File: config.mk
export PLATFORM = sky130hd
export DESIGN_NAME = regbank_arbiter
export DESIGN_NICKNAME = d
export VERILOG_FILES = /design/src/rtl/regbank_arbiter.sv
export SDC_FILE = /design/constraint.sdc
export NUM_CORES = 1
export LEC_CHECK = 0
export ABC_AREA = 1
export CAP_MARGIN = 20
export CORE_UTILIZATION = 45
export CTS_CLUSTER_DIAMETER = 150
export DETAILED_ROUTE_END_ITERATION = 10
export PLACE_DENSITY_LB_ADDON = 0.3
export SETUP_SLACK_MARGIN = 0.1
export SKIP_CTS_REPAIR_TIMING = 1
export SLEW_MARGIN = 20
export SYNTH_ARGS = -nofsm -noshare
export SYNTH_HDL_FRONTEND = slang
export SYNTH_SLANG_ARGS = --single-unit
File: constraint.sdc
create_clock -name clk_i -period 4.6 [get_ports clk_i]
set_input_delay 1.38 -clock clk_i [delete_from_list [all_inputs] [get_ports clk_i]]
set_output_delay 1.38 -clock clk_i [all_outputs]
set_load 0.005 [all_outputs]
File: src/rtl/regbank_arbiter.sv
// Round-robin arbiter sharing one single-port 8-entry register bank between NOF_REQ requesters.
// Writes issue back-to-back; a read holds the bank for three cycles until data returns to its owner.
module regbank_arbiter #(
  parameter int WIDTH   = 8,
  parameter int NOF_REQ = 4
) (
  input  logic                     clk_i,
  input  logic                     rstn_i,
  input  logic [NOF_REQ-1:0]       req_i,
  input  logic [NOF_REQ-1:0]       we_i,
  input  logic [3*NOF_REQ-1:0]     addr_i,
  input  logic [WIDTH*NOF_REQ-1:0] wdata_i,
  output logic [NOF_REQ-1:0]       gnt_o,
  output logic [NOF_REQ-1:0]       rvalid_o,
  output logic [WIDTH-1:0]         rdata_o,
  output logic                     busy_o,
  output logic                     bank_we_o,
  output logic                     bank_re_o,
  output logic [2:0]               bank_addr_o,
  output logic [WIDTH-1:0]         bank_wdata_o,
  input  logic [WIDTH-1:0]         bank_rdata_i
);

  if (WIDTH < 1) begin : g_bad_width
    $error("regbank_arbiter: WIDTH must be at least 1");
  end
  if (NOF_REQ < 2 || NOF_REQ > 8) begin : g_bad_nof_req
    $error("regbank_arbiter: NOF_REQ must be in 2..8");
  end

  typedef enum logic [1:0] {IDLE, RD_ISSUE, RD_WAIT} state_t;

  state_t state, state_nxt;

  logic [2:0] ptr, win, owner;
  logic [3:0] cand;
  logic       any, accept, sel_we;
  logic [2:0] sel_addr;
  logic [WIDTH-1:0] sel_wdata;
  logic [7:0] req_pad;

  logic [NOF_REQ-1:0][2:0]       addr_v;
  logic [NOF_REQ-1:0][WIDTH-1:0] wdata_v;

  assign addr_v  = addr_i;
  assign wdata_v = wdata_i;
  assign req_pad = 8'(req_i);

  // Scan from ptr+1 upward with wrap; the first requester found wins.
  always_comb begin
    any  = 1'b0;
    win  = ptr;
    cand = '0;
    for (int i = 1; i <= NOF_REQ; i++) begin
      cand = {1'b0, ptr} + 4'(i);
      if (cand >= 4'(NOF_REQ)) cand = cand - 4'(NOF_REQ);
      if (!any && req_pad[cand[2:0]]) begin
        any = 1'b1;
        win = cand[2:0];
      end
    end
  end

  assign accept = (state == IDLE) && any;
  assign busy_o = (state != IDLE);

  always_comb begin
    sel_we    = 1'b0;
    sel_addr  = '0;
    sel_wdata = '0;
    gnt_o     = '0;
    for (int k = 0; k < NOF_REQ; k++) begin
      if (win == 3'(k)) begin
        sel_we    = we_i[k];
        sel_addr  = addr_v[k];
        sel_wdata = wdata_v[k];
        gnt_o[k]  = accept;
      end
    end
  end

  always_comb begin
    state_nxt = state;
    case (state)
      IDLE:     if (accept && !sel_we) state_nxt = RD_ISSUE;
      RD_ISSUE: state_nxt = RD_WAIT;
      RD_WAIT:  state_nxt = IDLE;
      default:  state_nxt = IDLE;
    endcase
  end

  always_ff @(posedge clk_i or negedge rstn_i) begin
    if (!rstn_i) state <= IDLE;
    else         state <= state_nxt;
  end

  // Address/write data only load on a grant, so they hold between strobes.
  always_ff @(posedge clk_i or negedge rstn_i) begin
    if (!rstn_i) begin
      ptr          <= 3'(NOF_REQ - 1);
      owner        <= '0;
      bank_we_o    <= 1'b0;
      bank_re_o    <= 1'b0;
      bank_addr_o  <= '0;
      bank_wdata_o <= '0;
      rvalid_o     <= '0;
      rdata_o      <= '0;
    end else begin
      bank_we_o <= accept && sel_we;
      bank_re_o <= accept && !sel_we;
      if (accept) begin
        ptr         <= win;
        bank_addr_o <= sel_addr;
        if (sel_we) bank_wdata_o <= sel_wdata;
        else        owner        <= win;
      end
      rvalid_o <= '0;
      if (state == RD_WAIT) begin
        for (int k = 0; k < NOF_REQ; k++) rvalid_o[k] <= (owner == 3'(k));
        rdata_o <= bank_rdata_i;
      end
    end
  end

endmodule
# After elaboration in Yosys (flattened, before gate mapping)
# Cells that the tools add are included.
# word_totals
reg_bits	33
out_inout_bits	30
# op_classes
n_addsub	8
order_cmp	8
eq_ne	9
mux	39
n_bitwise	1
reduce_logical	16
# op_table
op	n
2-to-1 mux 3 bit	12
2-to-1 mux 8 bit	4
>= comparator 4 x 3 -> 1 bit, second input constant	4
less-than comparator 3 x 4 -> 1 bit, second input constant	4
2-to-1 mux 1 bit	16
binary-select mux 1 bit (select 3 bit)	4
equality test 3 x 2 -> 1 bit, second input constant	4
subtractor 3 bit, second input constant	4
adder 3 x 2 -> 4 bit, second input constant	2
equality test 3 x 1 -> 1 bit, second input constant	2
logical AND 1 bit	6
zero test 3 bit	2
adder 3 x 1 -> 4 bit, second input constant	1
adder 3 x 3 -> 4 bit, second input constant	1
zero test 1 bit	4
2-to-1 mux 4 bit	1
case mux 2 bit (2 select lines)	1
AND reduction 2 bit	2
equality test 2 x 1 -> 1 bit, second input constant	1
equality test 2 bit, second input constant	1
zero test 2 bit	1
2-to-1 mux 2 bit	1
inequality test 2 x 1 -> 1 bit, second input constant	1
nonzero test 2 bit	1
inverter 1 bit	1

# Logic depth before layout (Yosys ltp)
# Gate-level depths: netlist (run 1).
# logic_depth
ltp_word	24
depth_mapped	17
depth_no_buf	17

# Worst setup path after synthesis (run 1)
# OpenSTA, ideal clock, no wires.
# synth_path
path_type	input -> output
start	in req_i[2]
end	out gnt_o[2]
arrival_ns	2.617
required_ns	3.220
slack_ns	0.603
cell_stages	11
cell_sequence	nand2_1 > nand3_1 > inv_1 > nor2_2 > nand3_2 > nor2_1 > inv_1 > nand2_4 > buf_2 > nand2_1 > nor3_1
# synth_between
elab_chain_cells	14
elab_cells_between_ends	25
# synth_rtl
element	line_no	source
start: declaration	9	input logic [NOF_REQ-1:0] req_i,
binary-select mux 1 bit (select 3 bit)	57	if (!any && req_pad[cand[2:0]]) begin
2-to-1 mux 1 bit (implied by the code)	57	
2-to-1 mux 1 bit	57	
zero test 1 bit	57	
logical AND 1 bit	57	
2-to-1 mux 1 bit	57	
zero test 1 bit	57	
logical AND 1 bit	57	
2-to-1 mux 1 bit	57	
zero test 1 bit	57	
logical AND 1 bit	57	
2-to-1 mux 3 bit / 2-to-1 mux 1 bit (equally long branches)	57	
equality test 3 x 2 -> 1 bit / logical AND 1 bit (equally long branches)	73, 64	
2-to-1 mux 1 bit (*)	73	if (win == 3'(k)) begin
end: declaration	13	output logic [NOF_REQ-1:0] gnt_o,
# Every way passes the cells marked *; elsewhere a longest branch is shown, timed or not. The select of a mux whose other input is x is not followed.

# Worst setup path after layout (run 1)
# layout_path
start	in req_i[0]
end	out gnt_o[3]
# Same word-level chain as after synthesis.

==> metrics.cfg, run 1 <==
[layout]
layout.cells.non_filler = 405
most-common-layout-cells = clkdlybuf4s50_1 (87), nand2_1 (63), nand3_1 (48)
drive_above_1_share_pct = 20.0
final_util_pct = 78.1
nFillCells = 298
nets = 418
layout_commonest_cell = clkdlybuf4s50_1
syn_to_final_growth_pct = 62.2
diodes = 0

[timing]
slew_headroom_pct = 70.3
rsz0062_at_grt = yes
maxSlewViolCount = 0
whs_ns = 0.454
worst_slack_ns = 0.0771
hold_viol = 0
timing.final.crit_share_pct = 98.3
setup_viol = 0
fmax_mhz = 221
worst_pin_slew_ns = 0.444
fin_skew_ns = 0.00615
min_period_ns = 4.52

[floorplan]
die_area_um2 = 4670
fp.coreArea_um2 = 4120
die_y_um = 68.4
die_x_um = 68.4
io_pins = 92
initial_core_util_pct = 48.2
rows = 23

[setup_path]
end_kind = output pin
crit_fanout = 4
cp_top_family = simple AND/OR/NAND/NOR gates
rr_worst_depth = 19
cp_num_buf_inv = 3
r2r_start = ptr[0]
crit_path_top_delay_cell = clkdlybuf4s50_1
worstSetupPathType = in2out
start_kind = primary input
r2r_end = owner[1]
worst_ep_required_time_ns = 3.22
worstPathArrival_ns = 3.14
r2r_setup_slack_ns = 1.29
slowest_delay_ns = 0.53
path_cells = clkdlybuf4s50_1 > nand2_2 > nand3_2 > nand2_1 > nor2_2 > nand3_2 > nor2_4 > inv_1 > nand2_4 > nand2_2 > nor2_1 > dlymetal6s2s_1

[clock_tree]
cts_root_buf = clkbuf_8
clk_latency_ns = 0.28
path_clk_slew_ns = 0.06
cts_num_sinks = 33
clock_path_buffers = 2
cts_made_buffers = 5
cts_tree = yes
htree_levels = 2

[drt]
remaining_drc_errors = 0
via_per_inst = 5.21
drtPass1Iterations = 4
drtIter0Drc = 152
wl_per_cell_um = 13.6
num_vias = 2111
wirelength_mm = 5.49
drtAntennaViolNets = 0

[grt]
grt_pass1_vias = 1866
antenna_found_initial = 0
grt_start_max_net_pins = 34
grt_pass1_wl_mm = 8.25
grt.overflow.total = 0
grtUsageTotal_pct = 24.3

[synth]
synth_seq_cells = 33
ys_seq_area_share_pct = 41.8
syn_nets = 310
synthFlopType = dfrtp_1
synth-edff-count = 0
syn-cell-area_um2 = 1980
yosys_warnings = 0
ys_async_sr_fraction_pct = 100
syn_avg_cell_area_um2 = 8.06
yosysUniqueCellTypes = 28
syn_inst = 246

[placed_design]
hpwlAfterDp_mm = 4.12
io_buffer_count = 91
gp_congestion = 0.942
pre_cts_ws_ns = -0.247
place_inst = 393

[pwr]
leakage_uw = 0.00152
p_sw_uw = 117
combPwrFrac_pct = 11.7
pwr-share-clk_pct = 42.4
p_int_uw = 526
power_density_nw_per_um2 = 200
netSwitchingFraction_pct = 18.2
power_frac_seq_pct = 46.0
vdd_ir_drop_max_v = 0.000116

[min_path]
whs_endpoint = state[1]
min_path_type = reg2reg
hold_path.startpoint = state[1]
holdPathStages = 1

[job]
max-cap-violations = 0

[status]
status = completed

==> layout make-up <==
type / instances / area, um2 / area share, %
Inverter: 17 / 63.8 / 1.99
Tap cell: 50 / 62.6 / 1.95
Timing Repair Buffer: 111 / 1060 / 33.1
Multi-Input combinational cell: 186 / 1080 / 33.6
Clock inverter: 1 / 30.0 / 0.934
Sequential cell: 33 / 828 / 25.8
Clock buffer: 7 / 86.3 / 2.69
==> synthesized netlist by cell type (2+ instances only) <==
cell / count / area share (%)
nand4_1: 17 / 5.4
nand2_1: 67 / 13
nor2_1: 7 / 1.3
dfrtp_1: 31 / 39
dfstp_2: 2 / 2.7
nand3_1: 50 / 13
o21ai_0: 3 / 0.76
ha_1: 2 / 1.3
a21oi_1: 3 / 0.76
nand2_4: 3 / 1.7
mux2_2: 8 / 4.5
nor3_1: 2 / 0.51
nand3_2: 6 / 3.0
clkbuf_1: 3 / 0.57
inv_1: 16 / 3.0
buf_4: 2 / 0.76
nand2_2: 5 / 1.6
nor4_1: 5 / 1.6
nor2_4: 2 / 1.1
buf_2: 3 / 0.76
buf_6: 2 / 1.1
==> power groups by stage <==
stage                     clock network [uW]  registers, uW  logic (uW)
after floorplan                            0            301        6.65
after global placement                     0            300        73.7
after detailed placement                   0            301        74.5
after CTS                                277            296        74.7
after global routing                     292            296        81.4
final                                    272            296        75.1
==> routing by layer <==
metal  global-route usage, %  wire length [um]  up-vias
met2                    41.8              2720      113
met3                    6.17               499       10
met1                    28.5              2170      936
met5                       0                 0        -
li1                        -                 -     1052
met4                    9.64               105        0
==> worst register-to-register path, stage by stage, from the launching register on <==
cell and delay, ns:
dfstp_2 0.63, inv_2 0.12, ha_1 0.48, inv_1 0.14, nand3_1 0.13, inv_1 0.06, nor2_2 0.14, nand3_2 0.17
nor2_4 0.14, inv_1 0.07, nand2_4 0.08, buf_4 0.11, buf_4 0.26, nor2_4 0.12, nand2_2 0.11, nand2_1 0.07
nand2_2 0.08, nand3_2 0.13, nand2_1 0.11, nand2_1 0.05
==> cell families (layout without fill, tap and decap cells) <==
logic type / after synthesis / count (layout) / share of synthesized area [%]
AOI/OAI and AO/OA: 7 / 7 / 1.96
buffers and inverters: 27 / 136 / 6.44
muxes: 8 / 8 / 4.55
DFF: 33 / 33 / 41.8
adders and majority gates: 2 / 2 / 1.26
and+or+nand+nor: 169 / 169 / 44.0
==> worst max path at each step <==
stage,start,endpoint,cells past startpoint
2_1_floorplan,req_i[2],gnt_o[2],11
3_3_place_gp,req_i[2],gnt_o[1],11
3_5_place_dp,req_i[2],gnt_o[2],12
4_1_cts,req_i[2],gnt_o[2],12
5_1_grt,req_i[0],gnt_o[0],11
6_report,req_i[0],gnt_o[3],12
==> flip-flops by register name (all words and copies together), names as in the netlist <==
signal,flops
ptr,3
bank_addr_o,3
bank_we_o,1
rvalid_o,4
rdata_o,8
bank_re_o,1
owner,3
state,2
bank_wdata_o,8
==> metrics by stage <==
stage / cell area [um2] / total power [uW] / TNS (ns)
2_1_floorplan: 1980 / 308 / 0
3_3_place_gp: 3010 / 374 / -0.639
3_5_place_dp: 3010 / 376 / -0.883
4_1_cts: 3130 / 647 / -0.935
5_1_grt: 3210 / 670 / -0.00726
6_report: 3210 / 643 / 0
No activity file was read; power rests on OpenSTA's default activity.
==> run 2, diff against run 1 <==
--- a/config.mk
+++ b/config.mk
@@ -9,6 +9,7 @@
 export CAP_MARGIN = 20
 export CORE_UTILIZATION = 45
 export CTS_CLUSTER_DIAMETER = 150
+export CTS_CLUSTER_SIZE = 20
 export DETAILED_ROUTE_END_ITERATION = 10
 export PLACE_DENSITY_LB_ADDON = 0.3
 export SETUP_SLACK_MARGIN = 0.1
==> constraint.sdc (replaced) <==
create_clock -name clk_i -period 4.6 [get_ports clk_i]
set_input_delay 0.92 -clock clk_i [delete_from_list [all_inputs] [get_ports clk_i]]
set_output_delay 0.92 -clock clk_i [all_outputs]
set_load 0.005 [all_outputs]
==> run 2 against run 1 <==
Compared with the run above: via count is 1.1% lower; worst hold slack worse by 0.010 ns; power is 1.2% higher; cell count is 4.2% lower; maximum frequency is 7.6% higher; sequential share of layout area is 1.6 points higher; clock skew is 0.00092 ns higher; worst setup slack better by 0.32 ns; largest power group unchanged; register-to-register slack better by 0.26 ns; cell area is 5.7% lower; critical path type unchanged.
==> metrics.cfg, run 2 (synthesized netlist as in run 1, its figures left out) <==
[timing]
fin_tns_setup_ns = 0
hold_viol = 0
worst_pin_slew_ns = 0.529
timing.final.crit_share_pct = 91.4
maxSlewViolCount = 0
whs_ns = 0.444
slew_headroom_pct = 64.7
worst_slack_ns = 0.397
fmax_mhz = 238
min_period_ns = 4.20
setup_viol = 0
fin_skew_ns = 0.00707
rsz0062_at_grt = no

[setup_path]
end_kind = output pin
cp_top_family = simple AND/OR/NAND/NOR gates
slowest_delay_ns = 0.53
crit_fanout = 28
start_kind = primary input
cp_num_buf_inv = 4
worstSetupPathType = in2out
worstPathArrival_ns = 3.28
path_cells = clkdlybuf4s50_1 > nand2_1 > nand3_1 > inv_1 > nor2_2 > nand3_2 > nor2_1 > inv_1 > nand2_4 > nand2_1 > nor3_1 > clkdlybuf4s50_1
crit_path_top_delay_cell = clkdlybuf4s50_1
worst_ep_required_time_ns = 3.68

[clock_tree]
cts_root_buf = clkbuf_8
cts_tree = yes
htree_levels = 2
clock_path_buffers = 2
path_clk_slew_ns = 0.06
clk_latency_ns = 0.28
cts_num_sinks = 33
cts_made_buffers = 5

[pwr]
p_int_uw = 526
pwr-share-clk_pct = 43.3
power_density_nw_per_um2 = 215
vdd_ir_drop_max_v = 0.000151
netSwitchingFraction_pct = 19.2
leakage_uw = 0.00137
power_frac_seq_pct = 45.4
p_sw_uw = 125
combPwrFrac_pct = 11.3

[min_path]
min_path_type = reg2reg

[floorplan]
die_area_um2 = 4670
die_y_um = 68.4
initial_core_util_pct = 48.2
rows = 23
fp.coreArea_um2 = 4120
io_pins = 92
die_x_um = 68.4

[layout]
stdcell_area_um2 = 3030
final_util_pct = 73.6
layout_commonest_cell = clkdlybuf4s50_1
most-common-layout-cells = clkdlybuf4s50_1 (91), nand2_1 (67), nand3_1 (50)
drive_above_1_share_pct = 12.4
diodes = 0
nets = 401
reg.largest.list = bank_wdata_o: 8 flops, rdata_o: 8 flops, rvalid_o: 4 flops
syn_to_final_growth_pct = 52.9

[grt]
antenna_found_initial = 0
grtUsageMet1_pct = 25.5
grt_busiest_layer = met2
grt.overflow.total = 0
grt_use_met2_pct = 42.6
grt_start_max_net_pins = 34
grt_pass1_vias = 1927
global_route.usage.met3_pct = 6.50
grtUsageTotal_pct = 23.4
grt_pass1_wl_mm = 8.07

[placed_design]
pre_cts_ws_ns = 0.418
hpwlAfterDp_mm = 3.97
place_area_um2 = 2910
io_buffer_count = 91
gp_congestion = 0.900

[status]
status = completed

[drt]
drtPass1Iterations = 4
wirelength_mm = 5.12
drtIter0Drc = 118
num_vias = 2087
drtAntennaViolNets = 0
remaining_drc_errors = 0
via_per_inst = 5.38
wl_per_cell_um = 13.2

[job]
max-cap-violations = 0

## run 2: changes by cell type in the layout (fill, tap and decap cells not counted), sizes merged
| cell | previous run | this run |
|---|---|---|
| buf | 21 | 3 |
| dlymetal6s2s | 3 | 0 |
| clkdlybuf4s50 | 87 | 91 |
## run 2: power by group through the flow
stage | Sequential, uW | Clock [uW] | Combinational, uW
floorplan | 301 | 0 | 6.65
global placement | 301 | 0 | 73.7
detailed placement | 301 | 0 | 74.5
CTS | 295 | 287 | 74.5
global route | 296 | 301 | 79.9
finish | 295 | 282 | 73.7
## run 2: final cells by class
class | count | area [um2]
Fill cell | 311 | 1080
Clock inverter | 1 | 30.0
Inverter | 17 | 63.8
Timing Repair Buffer | 94 | 933
Clock buffer | 7 | 86.3
Multi-Input combinational cell | 186 | 1030
Tap cell | 50 | 62.6
Sequential cell | 33 | 828
## run 2: routing by layer
metal,up-vias,wire length (um)
li1,1021,-
met1,951,2020
met2,107,2550
met3,8,468
met4,0,78
met5,-,0
## run 2: path summary, 6_finish.rpt
kind / start / to / slack, ns / cells past startpoint
setup reg to reg: ptr[1] / bank_wdata_o[3] / 1.55 / 13
setup / recovery: req_i[2] / gnt_o[2] / 0.40 / 12
hold reg to reg: state[1] / state[1] / 0.44 / 1
max in group asynchronous: rstn_i / ptr[1] / 3.23 / 2
hold / removal: state[1] / state[1] / 0.44 / 1
min in group asynchronous: rstn_i / state[0] / 1.05 / 2
## run 2: metrics by stage
step	power [uW]	instances
2_1_floorplan	308	246
3_3_place_gp	374	380
3_5_place_dp	375	380
4_1_cts	657	388
5_1_grt	676	388
6_report	651	388
==> run 3, diff against run 2 <==
--- a/config.mk
+++ b/config.mk
@@ -8,7 +8,7 @@
 export ABC_AREA = 1
 export CAP_MARGIN = 20
 export CORE_UTILIZATION = 45
-export CTS_CLUSTER_DIAMETER = 150
+export CTS_CLUSTER_DIAMETER = 80
 export CTS_CLUSTER_SIZE = 20
 export DETAILED_ROUTE_END_ITERATION = 10
 export PLACE_DENSITY_LB_ADDON = 0.3
==> results of run 3 <==
The final DEF is identical to that of run 2; final timing and power are the same.
